**config.mk**
```make
export PLATFORM = sky130hd
export DESIGN_NAME = sdram_frame_scheduler_flat
export DESIGN_NICKNAME = d
export VERILOG_FILES = /design/src/rtl/sdram_sched_pkg.sv /design/src/rtl/sdram_frame_scheduler_if.sv /design/src/rtl/sdram_frame_scheduler_triple_buffer_mgr.sv /design/src/rtl/sdram_frame_scheduler.sv /design/src/flat_wrapper.sv
export SDC_FILE = /design/constraint.sdc
export NUM_CORES = 1
export LEC_CHECK = 0
export ABC_AREA = 0
export CAP_MARGIN = 20
export CELL_PAD_IN_SITES_DETAIL_PLACEMENT = 0
export CELL_PAD_IN_SITES_GLOBAL_PLACEMENT = 1
export CORE_AREA = 2 2 96 98
export CTS_BUF_LIST = sky130_fd_sc_hd__clkbuf_4 sky130_fd_sc_hd__clkbuf_8 sky130_fd_sc_hd__clkbuf_16
export DETAILED_ROUTE_END_ITERATION = 6
export DIE_AREA = 0 0 98 100
export PLACE_DENSITY = 0.77
export SLEW_MARGIN = 10
export SYNTH_ARGS = -nofsm -noshare
export SYNTH_HDL_FRONTEND = slang
export SYNTH_SLANG_ARGS = --single-unit
```
**constraint.sdc**
```tcl
create_clock -name clk -period 3.1 [get_ports clk]
set_clock_uncertainty 0.05 [all_clocks]
set_input_delay 0.31 -clock clk [delete_from_list [all_inputs] [get_ports clk]]
set_output_delay 0.31 -clock clk [all_outputs]
set_load 0.01 [all_outputs]
```
**src/rtl/sdram_sched_pkg.sv**
```systemverilog
// Shared definitions for the SDRAM frame scheduler: FSM state encoding,
// reset values of the triple-buffer indices and the frame base-address table.
package sdram_sched_pkg;

    typedef enum logic [1:0] {
        IDLE      = 2'd0,
        ISSUE     = 2'd1,
        WAIT_ACK  = 2'd2,
        WAIT_DONE = 2'd3
    } sched_state_t;

    // After reset the camera writes buffer 0, buffer 1 is the (empty) latest
    // frame and the display shows buffer 2.
    localparam logic [1:0] WR_IDX_RST     = 2'd0;
    localparam logic [1:0] LATEST_IDX_RST = 2'd1;
    localparam logic [1:0] DISP_IDX_RST   = 2'd2;

    // Base burst address of buffer idx. Each entry is a constant multiple of the
    // frame size, so callers get a small constant mux rather than a multiplier.
    function automatic int base_addr(input logic [1:0] idx, input int bursts);
        case (idx)
            2'd0:    return 0;
            2'd1:    return bursts;
            2'd2:    return bursts + bursts;
            default: return 0;
        endcase
    endfunction

endpackage

```
**src/rtl/sdram_frame_scheduler_if.sv**
```systemverilog
// Burst request handshake between the frame scheduler and the SDRAM controller.
// The scheduler side is the master: it raises rw_en for one cycle with rw and
// f_addr, and watches ready to follow the controller through the burst.
interface sdram_frame_scheduler_if #(
    parameter int ADDR_W = 15
);
    logic              ready;
    logic              rw_en;
    logic              rw;
    logic [ADDR_W-1:0] f_addr;

    modport master (input ready, output rw_en, output rw, output f_addr);
    modport slave  (output ready, input rw_en, input rw, input f_addr);

endinterface

```
**src/rtl/sdram_frame_scheduler_triple_buffer_mgr.sv**
```systemverilog
// Triple-buffer bookkeeping: keeps the write, latest and display indices as a
// permutation of {0,1,2}, so the display never sees a frame still being written.
module triple_buffer_mgr
    import sdram_sched_pkg::*;
(
    input  logic       clk,
    input  logic       rst_n,
    input  logic       cam_frame_start,
    input  logic       vga_frame_start,
    input  logic       wr_full,
    input  logic       wr_partial,
    output logic [1:0] wr_idx,
    output logic [1:0] disp_idx,
    output logic [7:0] frame_drops
);

    logic [1:0] latest_idx;
    logic       new_valid;

    logic [1:0] wr_nxt;
    logic [1:0] latest_mid;
    logic [1:0] latest_nxt;
    logic [1:0] disp_nxt;
    logic       valid_mid;
    logic       valid_nxt;
    logic [7:0] drops_nxt;

    // Camera swap is resolved first, so a display swap in the same cycle picks
    // up the frame that has just been completed.
    always_comb begin
        wr_nxt     = wr_idx;
        latest_mid = latest_idx;
        valid_mid  = new_valid;
        drops_nxt  = frame_drops;
        if (cam_frame_start) begin
            if (wr_full) begin
                wr_nxt     = latest_idx;
                latest_mid = wr_idx;
                valid_mid  = 1'b1;
            end else if (wr_partial && (frame_drops != 8'hFF)) begin
                drops_nxt = frame_drops + 8'd1;
            end
        end
        latest_nxt = latest_mid;
        disp_nxt   = disp_idx;
        valid_nxt  = valid_mid;
        if (vga_frame_start && valid_mid) begin
            disp_nxt   = latest_mid;
            latest_nxt = disp_idx;
            valid_nxt  = 1'b0;
        end
    end

    // Register the buffer indices, the new-frame flag and the drop counter.
    always_ff @(posedge clk or negedge rst_n) begin
        if (!rst_n) begin
            wr_idx      <= WR_IDX_RST;
            latest_idx  <= LATEST_IDX_RST;
            disp_idx    <= DISP_IDX_RST;
            new_valid   <= 1'b0;
            frame_drops <= 8'd0;
        end else begin
            wr_idx      <= wr_nxt;
            latest_idx  <= latest_nxt;
            disp_idx    <= disp_nxt;
            new_valid   <= valid_nxt;
            frame_drops <= drops_nxt;
        end
    end

endmodule

```
**src/rtl/sdram_frame_scheduler.sv**
```systemverilog
// Arbitrates camera write bursts against display read bursts into the SDRAM
// controller and generates their addresses inside the triple-buffered frames.
module sdram_frame_scheduler
    import sdram_sched_pkg::*;
#(
    parameter int WR_THRESH        = 512,
    parameter int RD_THRESH        = 250,
    parameter int BURSTS_PER_FRAME = 600,
    parameter int MAX_WR_STREAK    = 4,
    parameter int ACK_TIMEOUT      = 8,
    parameter int ADDR_W           = 15,
    parameter int FILL_W           = 10
)
(
    input  logic              clk,
    input  logic              rst_n,
    input  logic [FILL_W-1:0] wr_fill,
    input  logic [FILL_W-1:0] rd_fill,
    input  logic              cam_frame_start,
    input  logic              vga_frame_start,
    sdram_frame_scheduler_if.master bus,
    output logic [1:0]        disp_buf,
    output logic [7:0]        frame_drops,
    output logic              ack_err
);

    localparam int CNT_W    = $clog2(BURSTS_PER_FRAME + 1);
    localparam int STREAK_W = $clog2(MAX_WR_STREAK + 1);
    localparam int TMO_W    = $clog2(ACK_TIMEOUT + 1);

    localparam logic [CNT_W-1:0]    CNT_FULL   = CNT_W'(BURSTS_PER_FRAME);
    localparam logic [STREAK_W-1:0] STREAK_MAX = STREAK_W'(MAX_WR_STREAK);
    localparam logic [TMO_W-1:0]    TMO_LAST   = TMO_W'(ACK_TIMEOUT - 1);
    localparam logic [FILL_W-1:0]   WR_LIM     = FILL_W'(WR_THRESH);
    localparam logic [FILL_W-1:0]   RD_LIM     = FILL_W'(RD_THRESH);

    sched_state_t        state;
    logic [CNT_W-1:0]    wr_cnt;
    logic [CNT_W-1:0]    rd_cnt;
    logic [STREAK_W-1:0] wr_streak;
    logic [TMO_W-1:0]    tmo_cnt;
    logic [1:0]          wr_idx;
    logic [1:0]          disp_idx;

    logic wr_ok;
    logic rd_ok;
    logic pick_write;

    function automatic logic [ADDR_W-1:0] frame_base(input logic [1:0] idx);
        return ADDR_W'(base_addr(idx, BURSTS_PER_FRAME));
    endfunction

    assign wr_ok      = (wr_fill > WR_LIM) && (wr_cnt < CNT_FULL);
    assign rd_ok      = (rd_fill < RD_LIM) && (rd_cnt < CNT_FULL);
    assign pick_write = wr_ok && !(rd_ok && (wr_streak >= STREAK_MAX));
    assign disp_buf   = disp_idx;

    triple_buffer_mgr u_buf_mgr (
        .clk             (clk),
        .rst_n           (rst_n),
        .cam_frame_start (cam_frame_start),
        .vga_frame_start (vga_frame_start),
        .wr_full         (wr_cnt == CNT_FULL),
        .wr_partial      (wr_cnt != '0),
        .wr_idx          (wr_idx),
        .disp_idx        (disp_idx),
        .frame_drops     (frame_drops)
    );

    // Burst sequencer: decide, pulse rw_en, then follow ready low and high again.
    // Frame-start counter clears come last so they override a same-cycle increment.
    always_ff @(posedge clk or negedge rst_n) begin
        if (!rst_n) begin
            state      <= IDLE;
            bus.rw_en  <= 1'b0;
            bus.rw     <= 1'b0;
            bus.f_addr <= '0;
            wr_cnt     <= '0;
            rd_cnt     <= '0;
            wr_streak  <= '0;
            tmo_cnt    <= '0;
            ack_err    <= 1'b0;
        end else begin
            bus.rw_en <= 1'b0;
            case (state)
                IDLE: begin
                    if (bus.ready && (wr_ok || rd_ok)) begin
                        state     <= ISSUE;
                        bus.rw_en <= 1'b1;
                        if (pick_write) begin
                            bus.rw     <= 1'b0;
                            bus.f_addr <= frame_base(wr_idx) + ADDR_W'(wr_cnt);
                            wr_cnt     <= wr_cnt + CNT_W'(1);
                            if (wr_streak < STREAK_MAX) begin
                                wr_streak <= wr_streak + STREAK_W'(1);
                            end
                        end else begin
                            bus.rw     <= 1'b1;
                            bus.f_addr <= frame_base(disp_idx) + ADDR_W'(rd_cnt);
                            rd_cnt     <= rd_cnt + CNT_W'(1);
                            wr_streak  <= '0;
                        end
                    end
                end
                ISSUE: begin
                    state   <= WAIT_ACK;
                    tmo_cnt <= '0;
                end
                WAIT_ACK: begin
                    if (!bus.ready) begin
                        state <= WAIT_DONE;
                    end else if (tmo_cnt == TMO_LAST) begin
                        ack_err <= 1'b1;
                        state   <= IDLE;
                    end else begin
                        tmo_cnt <= tmo_cnt + TMO_W'(1);
                    end
                end
                WAIT_DONE: begin
                    if (bus.ready) begin
                        state <= IDLE;
                    end
                end
                default: state <= IDLE;
            endcase
            if (cam_frame_start) begin
                wr_cnt <= '0;
            end
            if (vga_frame_start) begin
                rd_cnt <= '0;
            end
        end
    end

endmodule

```
**src/flat_wrapper.sv**
```systemverilog
// flat-port wrapper written by rule: the top's interface ports become plain ports
module sdram_frame_scheduler_flat import sdram_sched_pkg::*;
#(
    parameter int WR_THRESH        = 512,
    parameter int RD_THRESH        = 250,
    parameter int BURSTS_PER_FRAME = 600,
    parameter int MAX_WR_STREAK    = 4,
    parameter int ACK_TIMEOUT      = 8,
    parameter int ADDR_W           = 15,
    parameter int FILL_W           = 10
)
  (clk, rst_n, wr_fill, rd_fill, cam_frame_start, vga_frame_start, disp_buf, frame_drops, ack_err, bus_ready, bus_rw_en, bus_rw, bus_f_addr);
  sdram_frame_scheduler_if #(.ADDR_W(ADDR_W)) bus_i ();
  input  logic clk;
  input  logic rst_n;
  input  logic [FILL_W-1:0] wr_fill;
  input  logic [FILL_W-1:0] rd_fill;
  input  logic cam_frame_start;
  input  logic vga_frame_start;
  output logic [1:0] disp_buf;
  output logic [7:0] frame_drops;
  output logic ack_err;
  input wire logic [$bits(bus_i.ready)-1:0] bus_ready;
  output wire logic [$bits(bus_i.rw_en)-1:0] bus_rw_en;
  output wire logic [$bits(bus_i.rw)-1:0] bus_rw;
  output wire logic [$bits(bus_i.f_addr)-1:0] bus_f_addr;
  assign bus_i.ready = bus_ready;
  assign bus_rw_en = bus_i.rw_en;
  assign bus_rw = bus_i.rw;
  assign bus_f_addr = bus_i.f_addr;
  sdram_frame_scheduler #(.WR_THRESH(WR_THRESH), .RD_THRESH(RD_THRESH), .BURSTS_PER_FRAME(BURSTS_PER_FRAME), .MAX_WR_STREAK(MAX_WR_STREAK), .ACK_TIMEOUT(ACK_TIMEOUT), .ADDR_W(ADDR_W), .FILL_W(FILL_W)) u_core (.clk(clk), .rst_n(rst_n), .wr_fill(wr_fill), .rd_fill(rd_fill), .cam_frame_start(cam_frame_start), .vga_frame_start(vga_frame_start), .bus(bus_i), .disp_buf(disp_buf), .frame_drops(frame_drops), .ack_err(ack_err));
endmodule
```
==> metrics.txt <==
number of primary I/O pins 53; largest area contributor in the netlist sky130_fd_sc_hd__dfrtp_1; most congested layer reported by global routing met2; Syn. warnings 0; height of the die 100 um; Die Outline Area 9800 sq um; Clk pwr share 33.8%; diode count 0; per-cell via count in the routed design 5.29; summed negative setup slack over all endpoints 0 ns; DR pass1 iterations 4; grt met1 use 23.2%; Vias 2867; Tmin final 2.61 ns; post-synth top area share 38.5%; clock transition at the registers of the reported paths 0.07 ns; Critical Path Start Type register; combinational share of power 21.4%; Primary FF master, synth sky130_fd_sc_hd__dfrtp_1; Chip Width 98 um; mean area per synthesized cell 9.85 sq um; number of buffers on the longest clock path 2; CTS tree done; sequential-to-total area share from yosys stat 39.9%; Hold Worst Slack 0.323 ns; met2 Use GR 26.8%; post-CTS setup buffer count 0; drc violations 0; via count of the first global-routing pass 2760; Worst-Margin Slew 0.749 ns; number of nets with antenna violations after detailed routing 0; Clock H-tree levels 3; most area-consuming cells after synthesis sky130_fd_sc_hd__dfrtp_1 39%, sky130_fd_sc_hd__ha_1 7.4%, sky130_fd_sc_hd__xnor2_1 4.7%; Synth Register Bits 59; final clock period utilization by the worst path 84.2%; Largest delay share family, worst path adder cells; total core area 8890 sq um; clock buffer count from CTS 9; setup violation total in the final timing report 0; clk sink count 59; count of non-filler cells in the finished layout 542; cell area after synthesis 3700 sq um; grt met3 use 2.72%; iteration-0 DRC count of the detailed router 105; Max Fclk 0.383 GHz; pins over their slew limit 0; synthesized instance count 376; half-perimeter wire length after detailed placement 5.81 mm; critical path data arrival time 2.78 ns; Core Rows 35; number of library cell types mapped by synthesis 67; number of port buffers 48; sequential power share 44.8%; master cell of the clock root buffer sky130_fd_sc_hd__clkbuf_8; global placer's final weighted congestion 0.784; outcome complete, no violations; hold violation count in the final report 0; buffer and inverter count on the worst path 2; VDD IR max 190 uV; most numerous cell types in the synthesized netlist 57 x sky130_fd_sc_hd__dfrtp_1, 35 x sky130_fd_sc_hd__nor2_1, 25 x sky130_fd_sc_hd__nand2_1; final core occ 50.3%; cell leakage power 1.91 nW; setup repair after global routing missed its margin false; async set or reset register ratio after synthesis 100%; pin count of the biggest net entering global routing 46; Net count, final 475; total wirelength of the detailed-routed design 7.89 mm; crit path kind register to register; number of antenna violations at the first check in global routing 0; number of synthesized flops with an enable pin 0; element type at the critical path end register; power density over cell area 475 nW/um^2; sw power 634 uW; WL per Instance 14.5 um; final global-route overflow total 0; number of cells traversed by the worst register-to-register path 11; depth of the critical timing path with buffers and inverters included 11; highest fanout seen on the critical path 3; placed cell count 524; classification of the worst-slack hold path input pin to async pin; highest-delay cell along the critical path sky130_fd_sc_hd__fa_1; top-count cell post-synth sky130_fd_sc_hd__dfrtp_1; Initial Utilization 41.7%; remaining max-slew budget at the tightest pin 50.0%; overall routing resource usage 16.9%; required time at the worst-slack endpoint 3.27 ns; Internal Power 1.49 mW; max-cap check violation count 0; share of final-layout standard cells stronger than drive strength 1 11.4%; wire length of the first global-routing pass 13.2 mm; synth-to-layout area growth 20.8%; cells along the critical path inv_1, ha_1, ha_1, inv_1, fa_1, nor2b_1, o21a_1, o21a_1, o21ai_0, xnor2_1, a221o_1; largest stage delay on the critical path 0.43 ns; clock insertion delay at the later pin of the skew report 0.34 ns; Switching Share 29.8%
[repair_timing]
action,CTS,global route
gates resized for setup,0,0
hold buffers,0,1
hold endpoints to repair,0,9
[placed cells by master, fill, tap and decap left out, drive strengths merged, types with 4 or more instances in the layout]
| cell type | n |
|---|---|
| nand3 | 12 |
| clkinv | 4 |
| xnor2 | 20 |
| or2 | 5 |
| mux2i | 11 |
| a21o | 6 |
| nand2 | 25 |
| nor2 | 36 |
| clkbuf | 11 |
| nor3 | 7 |
| a21oi | 13 |
| dfrtp | 57 |
| o31ai | 4 |
| and3 | 5 |
| nand2b | 5 |
| clkdlybuf4s50 | 47 |
| buf | 7 |
| ha | 22 |
| nand4 | 6 |
| a211oi | 5 |
| nor4 | 8 |
| xor2 | 5 |
| nor2b | 6 |
| inv | 18 |
| o211ai | 6 |
| and4 | 6 |
| o21ai | 24 |
| o21a | 5 |
[flip-flops by register name, indices dropped and copies added, names as in the netlist, 2 cells and up]
name and cells:
u_core.bus.f_addr 12, u_core.rd_cnt 10, u_core.wr_cnt 10, u_core.u_buf_mgr.frame_drops 8
u_core.tmo_cnt 4, u_core.wr_streak 3, u_core.state 2, u_core.u_buf_mgr.disp_idx 2
u_core.u_buf_mgr.latest_idx 2, u_core.u_buf_mgr.wr_idx 2
[worst paths after layout]
check,start,endpoint,slack [ns]
setup / recovery,u_core.u_buf_mgr.wr_idx[1],u_core.bus.f_addr[9],0.49
hold / removal,rst_n,u_core.tmo_cnt[3],0.32
setup reg to reg,u_core.u_buf_mgr.wr_idx[1],u_core.bus.f_addr[9],0.49
hold reg to reg,u_core.bus.f_addr[7],u_core.bus.f_addr[7],0.43
max in group asynchronous,rst_n,u_core.u_buf_mgr.disp_idx[1],2.13
min in group clk,u_core.bus.f_addr[7],u_core.bus.f_addr[7],0.43
[cells by family (layout without fill, tap and decap cells)]
logic type      count (synthesis)  in the layout  share of synthesized area [%]
buf+inv                        37             90                           5.10
fa+ha+maj                      24             24                           8.51
flops                          59             59                           39.9
xor+xnor                       25             25                           5.91
simple gates                  133            133                           20.6
compound gates                 84             84                           16.2
mux                            13             13                           3.68
other cells                     1              3                          0.101
[worst register-to-register path, cell delays in order (launching register included)]
cell and delay, ns:
sky130_fd_sc_hd__dfrtp_1 0.40, sky130_fd_sc_hd__inv_1 0.10, sky130_fd_sc_hd__ha_1 0.23, sky130_fd_sc_hd__ha_1 0.22, sky130_fd_sc_hd__inv_1 0.07, sky130_fd_sc_hd__fa_1 0.43, sky130_fd_sc_hd__nor2b_1 0.14, sky130_fd_sc_hd__o21a_1 0.14
sky130_fd_sc_hd__o21a_1 0.16, sky130_fd_sc_hd__o21ai_0 0.10, sky130_fd_sc_hd__xnor2_1 0.15, sky130_fd_sc_hd__a221o_1 0.31
[final cells by class]
type / count / area (sq um)
Inverter: 19 / 71.3
Sequential cell: 59 / 1480
Clock inverter: 5 / 52.6
Fill cell: 852 / 4420
Clock buffer: 11 / 145
Tap cell: 111 / 139
Multi-Input combinational cell: 282 / 2040
Timing Repair Buffer: 55 / 543
[power groups by stage]
| stage | clock network (mW) | logic [mW] | registers [mW] |
|---|---|---|---|
| after floorplan | 0 | 0.257 | 0.963 |
| after global placement | 0 | 0.446 | 0.962 |
| after detailed placement | 0 | 0.458 | 0.966 |
| after CTS | 0.734 | 0.460 | 0.951 |
| after global routing | 0.768 | 0.502 | 0.969 |
| final | 0.719 | 0.455 | 0.951 |
[metrics by stage]
step           instance area (sq um)  total power, mW  setup WS (ns)
5_1_grt                         4470             2.24          0.295
2_1_floorplan                   3710             1.22          0.680
6_report                        4470             2.13          0.491
3_5_place_dp                    4250             1.42          0.450
3_3_place_gp                    4250             1.41          0.480
4_1_cts                         4440             2.15          0.447
[routing by layer]
layer / share of wire [%] / up-vias
met4: 1.8 / 0
met5: 0 / -
met3: 3.6 / 13
li1: - / 1444
met2: 46 / 61
met1: 49 / 1349
No activity file was read; power rests on OpenSTA's default activity.
